===== config.mk =====
export PLATFORM = sky130hd
export DESIGN_NAME = mem_seq_flat
export DESIGN_NICKNAME = d
export VERILOG_FILES = /design/src/rtl/mem_seq_if.sv /design/src/rtl/mem_seq.sv /design/src/flat_wrapper.sv
export SDC_FILE = /design/constraint.sdc
export NUM_CORES = 1
export LEC_CHECK = 0
export ABC_AREA = 1
export CAP_MARGIN = 30
export CORE_MARGIN = 1
export CORE_UTILIZATION = 40
export DETAILED_ROUTE_END_ITERATION = 7
export MAX_ROUTING_LAYER = met4
export PLACE_DENSITY = 0.79
export RECOVER_POWER = 100
export SETUP_SLACK_MARGIN = 0.05
export SYNTH_ARGS = -nofsm -noshare
export SYNTH_HDL_FRONTEND = slang
export SYNTH_SLANG_ARGS = --single-unit

===== constraint.sdc =====
create_clock -name clk -period 1.88 [get_ports clk]
set_clock_uncertainty 0.1 [all_clocks]
set_input_delay 0.376 -clock clk [delete_from_list [all_inputs] [get_ports clk]]
set_output_delay 0.376 -clock clk [all_outputs]
set_load 0.02 [all_outputs]

===== src/rtl/mem_seq_if.sv =====
// Requester and memory-block signal bundle for mem_seq.
//
// Two requester ports (a_*: fetch unit, b_*: execute/DMA) carry byte/word
// read/write requests and get a one-cycle ack with read data. The memory
// side carries the MDR value (mem_out) in, and the shared bus value plus the
// MAR/MDR/RAM control strobes out.
//
// Modports:
//   slave  - the sequencer (mem_seq)
//   master - whatever drives requests and models the memory block
interface mem_seq_if;
  // Port A
  logic        a_req;
  logic        a_we;
  logic        a_word;
  logic [15:0] a_addr;
  logic [15:0] a_wdata;
  logic        a_ack;
  logic [15:0] a_rdata;
  // Port B
  logic        b_req;
  logic        b_we;
  logic        b_word;
  logic [15:0] b_addr;
  logic [15:0] b_wdata;
  logic        b_ack;
  logic [15:0] b_rdata;
  // Memory block
  logic [15:0] mem_out;
  logic [15:0] bus_out;
  logic        bus_en;
  logic        mar_load;
  logic        mdr_load_bus;
  logic        mdr_load_low;
  logic        mdr_load_high;
  logic        ram_write;
  logic        busy;

  modport slave (
    input  a_req, a_we, a_word, a_addr, a_wdata,
    output a_ack, a_rdata,
    input  b_req, b_we, b_word, b_addr, b_wdata,
    output b_ack, b_rdata,
    input  mem_out,
    output bus_out, bus_en, mar_load, mdr_load_bus, mdr_load_low, mdr_load_high,
    output ram_write, busy
  );

  modport master (
    output a_req, a_we, a_word, a_addr, a_wdata,
    input  a_ack, a_rdata,
    output b_req, b_we, b_word, b_addr, b_wdata,
    input  b_ack, b_rdata,
    output mem_out,
    input  bus_out, bus_en, mar_load, mdr_load_bus, mdr_load_low, mdr_load_high,
    input  ram_write, busy
  );
endinterface


===== src/rtl/mem_seq.sv =====
// Memory sequencer and two-port arbiter for the byte-wide SAP-2 memory block.
//
// Accepts byte or 16-bit little-endian word read/write requests from two
// requesters, walks the MAR/MDR/RAM strobes one step per cycle, and returns
// read data alongside a one-cycle ack to the granted port.
//
// Parameters:
//   FIXED_PRIO - 0: round-robin on ties; 1: port A always wins ties
// Ports:
//   clk  - clock, rising edge
//   rst  - asynchronous, active-high reset
//   sif  - mem_seq_if.slave: requester ports A/B, mem_out in, bus/strobes out
//
// All outputs are decoded from registered state (Moore). mem_out is only
// consumed in StDone, where the MDR was loaded on the edge entering it.
module mem_seq #(
  parameter bit FIXED_PRIO = 1'b0
) (
  input logic      clk,
  input logic      rst,
  mem_seq_if.slave sif
);

  typedef enum logic [3:0] {
    StIdle,
    StMar0,
    StRd0,
    StWd0,
    StWr0,
    StMar1,
    StRd1,
    StWd1,
    StWr1,
    StDone
  } state_e;

  state_e      state_q, state_d;
  // Port encoding for port_q / last_grant_q: 0 = A, 1 = B
  logic        port_q, port_d;
  logic        last_grant_q, last_grant_d;
  logic        we_q, we_d;
  logic        word_q, word_d;
  logic [15:0] addr_q, addr_d;
  logic [15:0] wdata_q, wdata_d;

  logic        grant_b;
  logic        any_req;

  logic [15:0] bus_out;
  logic        bus_en;
  logic        mar_load;
  logic        mdr_load_bus;
  logic        mdr_load_low;
  logic        mdr_load_high;
  logic        ram_write;
  logic        ack;
  logic [15:0] rdata;

  // Arbitration
  assign any_req = sif.a_req | sif.b_req;

  always_comb begin
    grant_b = 1'b0;
    if (sif.a_req && sif.b_req) begin
      // On a tie, round-robin hands the grant to whoever did not have it last.
      grant_b = FIXED_PRIO ? 1'b0 : ~last_grant_q;
    end else begin
      grant_b = sif.b_req;
    end
  end

  // Next state and request latch
  always_comb begin
    state_d      = state_q;
    port_d       = port_q;
    last_grant_d = last_grant_q;
    we_d         = we_q;
    word_d       = word_q;
    addr_d       = addr_q;
    wdata_d      = wdata_q;

    unique case (state_q)
      StIdle: begin
        if (any_req) begin
          state_d      = StMar0;
          port_d       = grant_b;
          last_grant_d = grant_b;
          we_d         = grant_b ? sif.b_we    : sif.a_we;
          word_d       = grant_b ? sif.b_word  : sif.a_word;
          addr_d       = grant_b ? sif.b_addr  : sif.a_addr;
          wdata_d      = grant_b ? sif.b_wdata : sif.a_wdata;
        end
      end
      StMar0:  state_d = we_q ? StWd0 : StRd0;
      StRd0:   state_d = word_q ? StMar1 : StDone;
      StWd0:   state_d = StWr0;
      StWr0:   state_d = word_q ? StMar1 : StDone;
      StMar1:  state_d = we_q ? StWd1 : StRd1;
      StRd1:   state_d = StDone;
      StWd1:   state_d = StWr1;
      StWr1:   state_d = StDone;
      StDone:  state_d = StIdle;
      default: state_d = StIdle;
    endcase
  end

  always_ff @(posedge clk or posedge rst) begin
    if (rst) begin
      state_q      <= StIdle;
      port_q       <= 1'b0;
      last_grant_q <= 1'b1;  // B, so A wins the first tie
      we_q         <= 1'b0;
      word_q       <= 1'b0;
      addr_q       <= '0;
      wdata_q      <= '0;
    end else begin
      state_q      <= state_d;
      port_q       <= port_d;
      last_grant_q <= last_grant_d;
      we_q         <= we_d;
      word_q       <= word_d;
      addr_q       <= addr_d;
      wdata_q      <= wdata_d;
    end
  end

  // Output decode: at most one strobe per state
  always_comb begin
    bus_out       = '0;
    bus_en        = 1'b0;
    mar_load      = 1'b0;
    mdr_load_bus  = 1'b0;
    mdr_load_low  = 1'b0;
    mdr_load_high = 1'b0;
    ram_write     = 1'b0;
    ack           = 1'b0;

    unique case (state_q)
      StMar0: begin
        bus_out  = addr_q;
        bus_en   = 1'b1;
        mar_load = 1'b1;
      end
      StRd0: mdr_load_low = 1'b1;
      StWd0: begin
        bus_out      = wdata_q;
        bus_en       = 1'b1;
        mdr_load_bus = 1'b1;
      end
      StWr0: ram_write = 1'b1;
      StMar1: begin
        bus_out  = addr_q + 16'd1;  // wraps 0xFFFF -> 0x0000
        bus_en   = 1'b1;
        mar_load = 1'b1;
      end
      StRd1: mdr_load_high = 1'b1;
      StWd1: begin
        bus_out      = {8'h00, wdata_q[15:8]};
        bus_en       = 1'b1;
        mdr_load_bus = 1'b1;
      end
      StWr1:   ram_write = 1'b1;
      StDone:  ack = 1'b1;
      default: ;
    endcase
  end

  // Byte reads drop whatever stale high byte the MDR still holds.
  always_comb begin
    rdata = '0;
    if (ack && !we_q) begin
      rdata = word_q ? sif.mem_out : {8'h00, sif.mem_out[7:0]};
    end
  end

  assign sif.a_ack         = ack & ~port_q;
  assign sif.b_ack         = ack & port_q;
  assign sif.a_rdata       = port_q ? 16'h0000 : rdata;
  assign sif.b_rdata       = port_q ? rdata : 16'h0000;
  assign sif.bus_out       = bus_out;
  assign sif.bus_en        = bus_en;
  assign sif.mar_load      = mar_load;
  assign sif.mdr_load_bus  = mdr_load_bus;
  assign sif.mdr_load_low  = mdr_load_low;
  assign sif.mdr_load_high = mdr_load_high;
  assign sif.ram_write     = ram_write;
  assign sif.busy          = (state_q != StIdle);

endmodule


===== src/flat_wrapper.sv =====
// flat-port wrapper written by rule: the top's interface ports become plain ports
module mem_seq_flat 
#(
  parameter bit FIXED_PRIO = 1'b0
)
  (clk, rst, sif_a_req, sif_a_we, sif_a_word, sif_a_addr, sif_a_wdata, sif_a_ack, sif_a_rdata, sif_b_req, sif_b_we, sif_b_word, sif_b_addr, sif_b_wdata, sif_b_ack, sif_b_rdata, sif_mem_out, sif_bus_out, sif_bus_en, sif_mar_load, sif_mdr_load_bus, sif_mdr_load_low, sif_mdr_load_high, sif_ram_write, sif_busy);
  mem_seq_if sif_i ();
  input logic clk;
  input logic rst;
  input wire logic [$bits(sif_i.a_req)-1:0] sif_a_req;
  input wire logic [$bits(sif_i.a_we)-1:0] sif_a_we;
  input wire logic [$bits(sif_i.a_word)-1:0] sif_a_word;
  input wire logic [$bits(sif_i.a_addr)-1:0] sif_a_addr;
  input wire logic [$bits(sif_i.a_wdata)-1:0] sif_a_wdata;
  output wire logic [$bits(sif_i.a_ack)-1:0] sif_a_ack;
  output wire logic [$bits(sif_i.a_rdata)-1:0] sif_a_rdata;
  input wire logic [$bits(sif_i.b_req)-1:0] sif_b_req;
  input wire logic [$bits(sif_i.b_we)-1:0] sif_b_we;
  input wire logic [$bits(sif_i.b_word)-1:0] sif_b_word;
  input wire logic [$bits(sif_i.b_addr)-1:0] sif_b_addr;
  input wire logic [$bits(sif_i.b_wdata)-1:0] sif_b_wdata;
  output wire logic [$bits(sif_i.b_ack)-1:0] sif_b_ack;
  output wire logic [$bits(sif_i.b_rdata)-1:0] sif_b_rdata;
  input wire logic [$bits(sif_i.mem_out)-1:0] sif_mem_out;
  output wire logic [$bits(sif_i.bus_out)-1:0] sif_bus_out;
  output wire logic [$bits(sif_i.bus_en)-1:0] sif_bus_en;
  output wire logic [$bits(sif_i.mar_load)-1:0] sif_mar_load;
  output wire logic [$bits(sif_i.mdr_load_bus)-1:0] sif_mdr_load_bus;
  output wire logic [$bits(sif_i.mdr_load_low)-1:0] sif_mdr_load_low;
  output wire logic [$bits(sif_i.mdr_load_high)-1:0] sif_mdr_load_high;
  output wire logic [$bits(sif_i.ram_write)-1:0] sif_ram_write;
  output wire logic [$bits(sif_i.busy)-1:0] sif_busy;
  assign sif_i.a_req = sif_a_req;
  assign sif_i.a_we = sif_a_we;
  assign sif_i.a_word = sif_a_word;
  assign sif_i.a_addr = sif_a_addr;
  assign sif_i.a_wdata = sif_a_wdata;
  assign sif_a_ack = sif_i.a_ack;
  assign sif_a_rdata = sif_i.a_rdata;
  assign sif_i.b_req = sif_b_req;
  assign sif_i.b_we = sif_b_we;
  assign sif_i.b_word = sif_b_word;
  assign sif_i.b_addr = sif_b_addr;
  assign sif_i.b_wdata = sif_b_wdata;
  assign sif_b_ack = sif_i.b_ack;
  assign sif_b_rdata = sif_i.b_rdata;
  assign sif_i.mem_out = sif_mem_out;
  assign sif_bus_out = sif_i.bus_out;
  assign sif_bus_en = sif_i.bus_en;
  assign sif_mar_load = sif_i.mar_load;
  assign sif_mdr_load_bus = sif_i.mdr_load_bus;
  assign sif_mdr_load_low = sif_i.mdr_load_low;
  assign sif_mdr_load_high = sif_i.mdr_load_high;
  assign sif_ram_write = sif_i.ram_write;
  assign sif_busy = sif_i.busy;
  mem_seq #(.FIXED_PRIO(FIXED_PRIO)) u_core (.clk(clk), .rst(rst), .sif(sif_i));
endmodule

==> metrics.md <==
| Metric | Value |
|---|---|
| Hold-fix buffers, CTS | 0 |
| Mean number of vias per cell | 5.74 |
| Final Power | 8.87 mW |
| Worst-margin pin slew | 0.674 ns |
| Sequential-to-total area share from yosys stat | 32.9% |
| Worst Slack Setup Final | -0.458 ns |
| Req. time, crit path | 1.40 ns |
| DRT antenna net count | 0 |
| WP data arrival | 1.86 ns |
| Fill cells | 412 |
| CTS clk-pin slew, worst paths | 0.09 ns |
| Hold EP | u_core.last_grant_q$_DFFE_PP1P_ |
| Largest net degree at the start of global routing | 30 |
| Slew margin rel. | 55.1% |
| CP max stage delay | 0.44 ns |
| Max rail drop VDD | 1110 uV |
| Syn Inst Count | 441 |
| M3 GR Usage | 5.17% |
| Initial DRC Count | 375 |
| Commonest non-fill, non-tap cell in the layout | clkdlybuf4s50_1 |
| Final Hold Viols | 0 |
| Most frequent cells in the layout | clkdlybuf4s50_1 (86), nand2_1 (69), buf_4 (68) |
| Fmax | 428 MHz |
| Syn_nets | 530 |
| Gr busiest metal | met2 |
| Synthesis Warnings | 0 |
| Number of diodes | 0 |
| Root buf cell | clkbuf_8 |
| Initial core utilization | 41.7% |
| R2R depth | 13 |
| First-pass GRT wire length | 20700 um |
| Worst path depth | 6 |
| Crit-path cells | inv_2 > nand4_4 > or2_4 > buf_16 > nor3_4 > buf_6 |
| # setup viols final | 90 |
| Clock sink count | 40 |
| Slowest library cell on the worst path | dfrtp_1 |
| P_leak | 2.83 nW |
| Synth Register Bits | 40 |
| Met1 Use GR | 46.2% |
| R2R setup slack | -0.22 ns |
| Clock Latency Late Sink | 0.30 ns |
| Final period utilization | 124% |
| CTS tree | yes |
| Outcome | finished with violations |
| RSZ-0062 raised after global routing | true |
| H-tree levels | 2 |
| Number of global-route vias before repair | 4022 |
| Pre-CTS setup slack | -0.502 ns |
| WHS Path Cells | 2 |
| Die Ht | 89.2 um |
| Share of layout cells above drive strength 1 | 42.1% |
| Worst R2R End | u_core.addr_q[0]$_DFFE_PP0P_ |
| Critical path class | reg -> out |
| Pre-antenna DRT Iters | 5 |
| Slew Viols, Final | 0 |
| DRC | 0 |
| I/O Buffers | 144 |
| HP Class | reg -> reg |
| Hold_sp | u_core.last_grant_q$_DFFE_PP1P_ |
| Pwr/cell area | 1430 mW/mm^2 |
| Synth cell types | 32 |
| Buf/Inv on CP | 3 |
| Area grow syn2layout | 104% |
| Gpl congestion | 0.973 |
| GR Util met2 | 59.9% |
| Die width | 89.2 um |
| GRT overflow | 0 |
| Mean Syn Cell Area | 6.90 sq um |
| Post-DP HPWL | 9030 um |
| Family with the most delay on the worst path | simple AND/OR/NAND/NOR gates |
| I/O Pins | 145 |
| Failing checks | setup timing |
| Final net count | 750 |
| DIE AREA | 0.00796 sq mm |
| Initial antenna violation count | 0 |
| Post-synthesis cell area | 0.00304 sq mm |
| Routed Wire Length | 16100 um |
| Min Clock Period, post-route | 2.34 ns |
| Crit end category | output pin |
| # rows | 31 |
| Critical path fanouts, max | 8 |
| Max-cap violations | 0 |
| Crit start category | flip-flop |
| GRT Total Usage | 36.1% |
| Core area | 0.00729 sq mm |
| Inserted Clock Buffers | 5 |
| WL per Instance | 21.1 um |
| FF-to-FF Start | u_core.state_q[1]$_DFFE_PP0P_ |
| Routed vias | 4365 |
| Clk buf depth | 2 |
==> power breakdown <==
part / internal [mW] / leakage (nW) / switching (mW)
Combinational: 2.97 / 2.29 / 3.48
Clock: 0.394 / 0.0541 / 0.351
Sequential: 1.31 / 0.477 / 0.383
==> through the flow <==
step	setup TNS (ns)	area, sq um	utilization [%]	hold WS, ns	instances
final	-20.96	6190	84.9	0.416	761
after global routing	-25.46	6190	84.9	0.425	761
after CTS	-15.64	5780	79.2	0.311	754
after detailed placement	-20.40	5160	70.7	0.384	720
after global placement	-18.44	5160	70.7	0.378	720
after floorplan	-0.611	3200	-	0.352	441
==> synthesized netlist by cell type <==
cell / n / area share (%)
nand4_4: 1 / 0.70
buf_2: 7 / 1.2
nor2_4: 1 / 0.37
nand3_1: 35 / 5.8
or2_1: 1 / 0.21
or2_2: 30 / 6.2
ha_1: 1 / 0.41
nand2_2: 1 / 0.21
o21a_1: 6 / 1.5
o2111ai_1: 3 / 0.86
dfrtp_1: 39 / 32
o21ai_1: 5 / 0.82
inv_1: 73 / 9.0
o22ai_1: 12 / 2.5
clkbuf_1: 9 / 1.1
a21oi_4: 1 / 0.53
o21ai_0: 34 / 5.6
inv_2: 1 / 0.12
clkinv_1: 2 / 0.25
a31oi_1: 1 / 0.21
nor3_2: 10 / 3.3
nand4_1: 3 / 0.62
nor2_2: 1 / 0.21
o211ai_1: 29 / 7.2
a21oi_1: 1 / 0.16
buf_6: 1 / 0.37
dfstp_2: 1 / 0.86
buf_1: 2 / 0.25
nor2_1: 21 / 2.6
nor3_1: 25 / 4.1
buf_4: 4 / 0.99
nand2_1: 80 / 9.9
==> sequential cells by signal, indices dropped and copies added, names as in the netlist <==
| signal | count |
|---|---|
| u_core.state_q | 4 |
| u_core.we_q | 1 |
| u_core.addr_q | 16 |
| u_core.word_q | 1 |
| u_core.last_grant_q | 1 |
| u_core.port_q | 1 |
| u_core.wdata_q | 16 |
==> what timing repair did <==
action / 4_1_cts / 5_1_grt
resized for setup: 391 / 101
cloned: 7 / 3
buffers inserted: 19 / 8
endpoints found under the setup margin: 93 / 92
pin swaps: 6 / 11
==> layout make-up <==
| type | instances | area (sq um) | area share (%) |
|---|---|---|---|
| repair buffers | 236 | 2500 | 40.5 |
| inverters | 76 | 285 | 4.61 |
| clock buffers | 5 | 68.8 | 1.11 |
| flip-flops and latches | 40 | 1010 | 16.2 |
| clock inverters | 3 | 42.5 | 0.687 |
| multi-input cells | 302 | 2160 | 34.9 |
| well taps | 99 | 124 | 2.00 |
==> per-layer routing <==
metal	vias to the layer above	wire (um)
met5	-	0
met4	0	796
met3	60	1190
met2	295	8000
met1	2097	6090
li1	1913	-
==> kinds of logic (layout without fill, tap and decap cells) <==
group / count (synthesis) / after routing / share of synthesized area [%]
simple gates: 209 / 209 / 34.1
buf+inv: 99 / 320 / 13.2
compound gates: 92 / 92 / 19.3
flops: 40 / 40 / 32.9
fa+ha+maj: 1 / 1 / 0.411
==> how the worst max path moves through the flow <==
stage | start | to
floorplan | u_core.state_q[0]$_DFFE_PP0P_ | sif_a_rdata[10]
global placement | u_core.state_q[0]$_DFFE_PP0P_ | sif_bus_out[15]
detailed placement | u_core.state_q[3]$_DFFE_PP0P_ | sif_bus_out[2]
CTS | u_core.state_q[1]$_DFFE_PP0P_ | sif_b_rdata[11]
global route | u_core.state_q[2]$_DFFE_PP0P_ | sif_a_rdata[14]
finish | u_core.state_q[2]$_DFFE_PP0P_ | sif_a_rdata[14]
==> worst reg2reg max path: cells and delay by family, from the launching register on <==
| family | cells | cell delay (ns) |
|---|---|---|
| buffers and inverters | 8 | 0.97 |
| DFF | 1 | 0.44 |
| AOI/OAI and AO/OA | 3 | 0.38 |
| and+or+nand+nor | 2 | 0.17 |
Note: power is estimated with default switching activity, not from simulation.
==> edit (config.mk and constraints unchanged) <==
`addr_q` and `wdata_q` no longer have a reset.
--- a/src/rtl/mem_seq.sv
+++ b/src/rtl/mem_seq.sv
@@ -113,4 +113,2 @@
       word_q       <= 1'b0;
-      addr_q       <= '0;
-      wdata_q      <= '0;
     end else begin
@@ -121,5 +119,8 @@
       word_q       <= word_d;
-      addr_q       <= addr_d;
-      wdata_q      <= wdata_d;
     end
+  end
+
+  always_ff @(posedge clk) begin
+    addr_q  <= addr_d;
+    wdata_q <= wdata_d;
   end
Function: same outputs for any inputs over 10 cycles, from zero or initial values and one cycle with rst high; that may be too few to reach the edited logic, so the function may still have changed.
==> edit against the unedited design <==
The flow still finishes with violations (negative setup slack); sequential cell count is the same; total power shrank 28%; sequential share of layout area grew 4.7 points; non-clock buffer count shrank 17; synthesized area shrank 5.6%; cell area shrank 10%; first-iteration DRC count shrank 34%; fmax grew 5.6%; setup slack gained 0.12 ns; sequential power shrank 9%; wire length shrank 28%; hold slack lost 0.042 ns; largest power group unchanged; highest routed layer unchanged.
==> edit: results (changes against the unedited design) <==
** Outcome
- Status: finished, violations left (unchanged).
- Violated checks: negative setup slack (unchanged).

** Cells and area
- The share of cells above drive strength 1 is 0.448 (was 0.421).
- The number of nets in the final layout is 655 (was 750).
- The number of antenna repair diodes was 0 (unchanged).

** Route
- The average wire per standard cell was 17.6 um (was 21.1 um).
- Final wirelength :: 11.6 mm (was 16.1 mm)
- The initial detailed-routing violation count is 249 (was 375).

** Global route
- The total track usage is 0.290 (was 0.361).
- First-pass GRT wire length :: 16.0 mm (was 20.7 mm)
- The number of global-route vias before repair came to 3338 (was 4022).
- Maximum number of pins on one net before global-route repair :: 28 (was 30)

** Clock tree
- Number of buffers created by CTS :: 5 (unchanged)
- CTS clock-pin slew for the worst setup and hold paths :: 0.08 ns

** Place
- Gp weighted congestion :: 0.895 (was 0.973)
- Estimated wirelength of the detail-placed design :: 7.77 mm (was 9.03 mm)
- Placed instance count :: 637 (was 720)

** Worst setup path
- The worst endpoint data arrival time came to 1.74 ns (was 1.86 ns).
- Delay of the slowest cell on the worst path :: 0.42 ns (was 0.44 ns)
- The kind of cell with the highest combined delay on the critical path is buffers and inverters (was simple AND/OR/NAND/NOR gates).
- The cell with the biggest individual delay on the critical path was edfxtp_1 (was dfrtp_1).
- Worst reg2reg path depth :: 7 (was 13)
- Worst Path Max Fanout :: 2 (was 8)

** Logic synthesis
- Most area-hungry cell type in the Yosys netlist :: edfxtp_1 (was dfrtp_1)
- The number of synthesis warnings is 0 (unchanged).
- Post-synthesis area per instance :: 8.15 um^2 (was 6.90 um^2)
- Most common library cells after synthesis :: nand2_1, inv_1, edfxtp_1, mux2_2, nor3_1 (was nand2_1, inv_1, dfrtp_1, nand3_1, o21ai_0)
- Cell types occupying the most area after synthesis :: edfxtp_1, mux2_2, nand2_1 (was dfrtp_1, nand2_1, inv_1)
- FFs w/ async S/R, synth :: 0.200 (was 1.00)
- Post-synth cell types :: 33 (was 32)
- The sequential area share after synthesis came to 0.405 (was 0.329).
- Mapped Nets :: 441 (was 530)
- The number of enable-type register cells in the synthesized netlist is 32 (was 0).

** Timing
- Worst-case setup margin in the final layout :: -0.335 ns (was -0.458 ns)
- The setup-violating endpoint count in the final report was 60 (was 90).
- Setup TNS :: -11.99 ns (was -20.96 ns)
- The worst-case headroom to the max-slew limit came to 0.753 (was 0.551).

** Worst hold path
- The class of the worst hold path is input port to asynchronous set/reset pin (was register to register).

** Pwr
- The worst-case vdd ir drop was 0.000557 V (was 0.00111 V).
- Total leakage power :: 2.45 nW (was 2.83 nW)
edit: timing repair:
item / 4_1_cts / 5_1_grt
endpoints found under the setup margin: 90 / 91
gates cloned: 4 / 2
resized for setup: 364 / 77
hold endpoints to repair: 0 / 0
setup buffers: 7 / 8
pin swaps: 7 / 7
edit: worst paths after layout:
kind	startpoint	end	slack, ns
min in group clk	u_core.last_grant_q$_DFFE_PP1P_	u_core.last_grant_q$_DFFE_PP1P_	0.40
max in group asynchronous	rst	u_core.last_grant_q$_DFFE_PP1P_	1.01
min reg2reg	u_core.last_grant_q$_DFFE_PP1P_	u_core.last_grant_q$_DFFE_PP1P_	0.40
max reg2reg	u_core.state_q[3]$_DFFE_PP0P_	u_core.wdata_q[10]$_DFFE_PP_	-0.02
min	rst	u_core.state_q[0]$_DFFE_PP0P_	0.37
max	u_core.addr_q[0]$_DFFE_PP_	sif_bus_out[3]	-0.33
edit: power by group:
part / switching (mW) / internal [mW] / total (mW)
logic: 2.30 / 1.97 / 4.27
registers: 0.214 / 1.33 / 1.54
clock network: 0.330 / 0.263 / 0.593
total: 2.84 / 3.56 / 6.41
edit: cells by family (layout without fill, tap and decap cells):
kind of cell,Yosys count,in the layout,synth area share
AO/OA/AOI/OAI,38,38,0.0763
flip-flops,40,40,0.405
adder cells (fa/ha/maj),1,1,0.00436
buffers and inverters,72,287,0.103
XOR/XNOR,1,1,0.00305
multiplexers,32,32,0.126
AND/OR/NAND/NOR,168,168,0.282
edit: cell type report:
| type | count | area (um^2) |
|---|---|---|
| timing repair inverter | 1 | 5.00 |
| sequential | 40 | 1160 |
| clock buffer | 5 | 68.8 |
| clock inverter | 3 | 23.8 |
| fill | 410 | 1300 |
| tap | 96 | 120 |
| timing repair buffer | 219 | 2160 |
| inverter | 59 | 229 |
| multi-input combinational | 240 | 1800 |
edit: through the flow:
step | util | power [mW] | hold slack (ns) | cell area, um^2 | setup WS, ns
2_1_floorplan | - | 3.18 | 0.0909 | 2950 | -0.0879
3_3_place_gp | 0.719 | 4.85 | 0.370 | 4940 | -0.386
4_1_cts | 0.762 | 5.85 | 0.252 | 5230 | -0.270
6_report | 0.811 | 6.41 | 0.375 | 5570 | -0.335
5_1_grt | 0.811 | 6.70 | 0.414 | 5570 | -0.388
3_5_place_dp | 0.719 | 4.93 | 0.381 | 4940 | -0.467
edit: layer usage:
metal / vias to the layer above / track usage / part of all wire
li1: 1615 / - / -
met1: 1680 / 0.338 / 0.37
met2: 223 / 0.502 / 0.52
met3: 45 / 0.0457 / 0.069
met4: 0 / 0.111 / 0.042
met5: - / - / 0
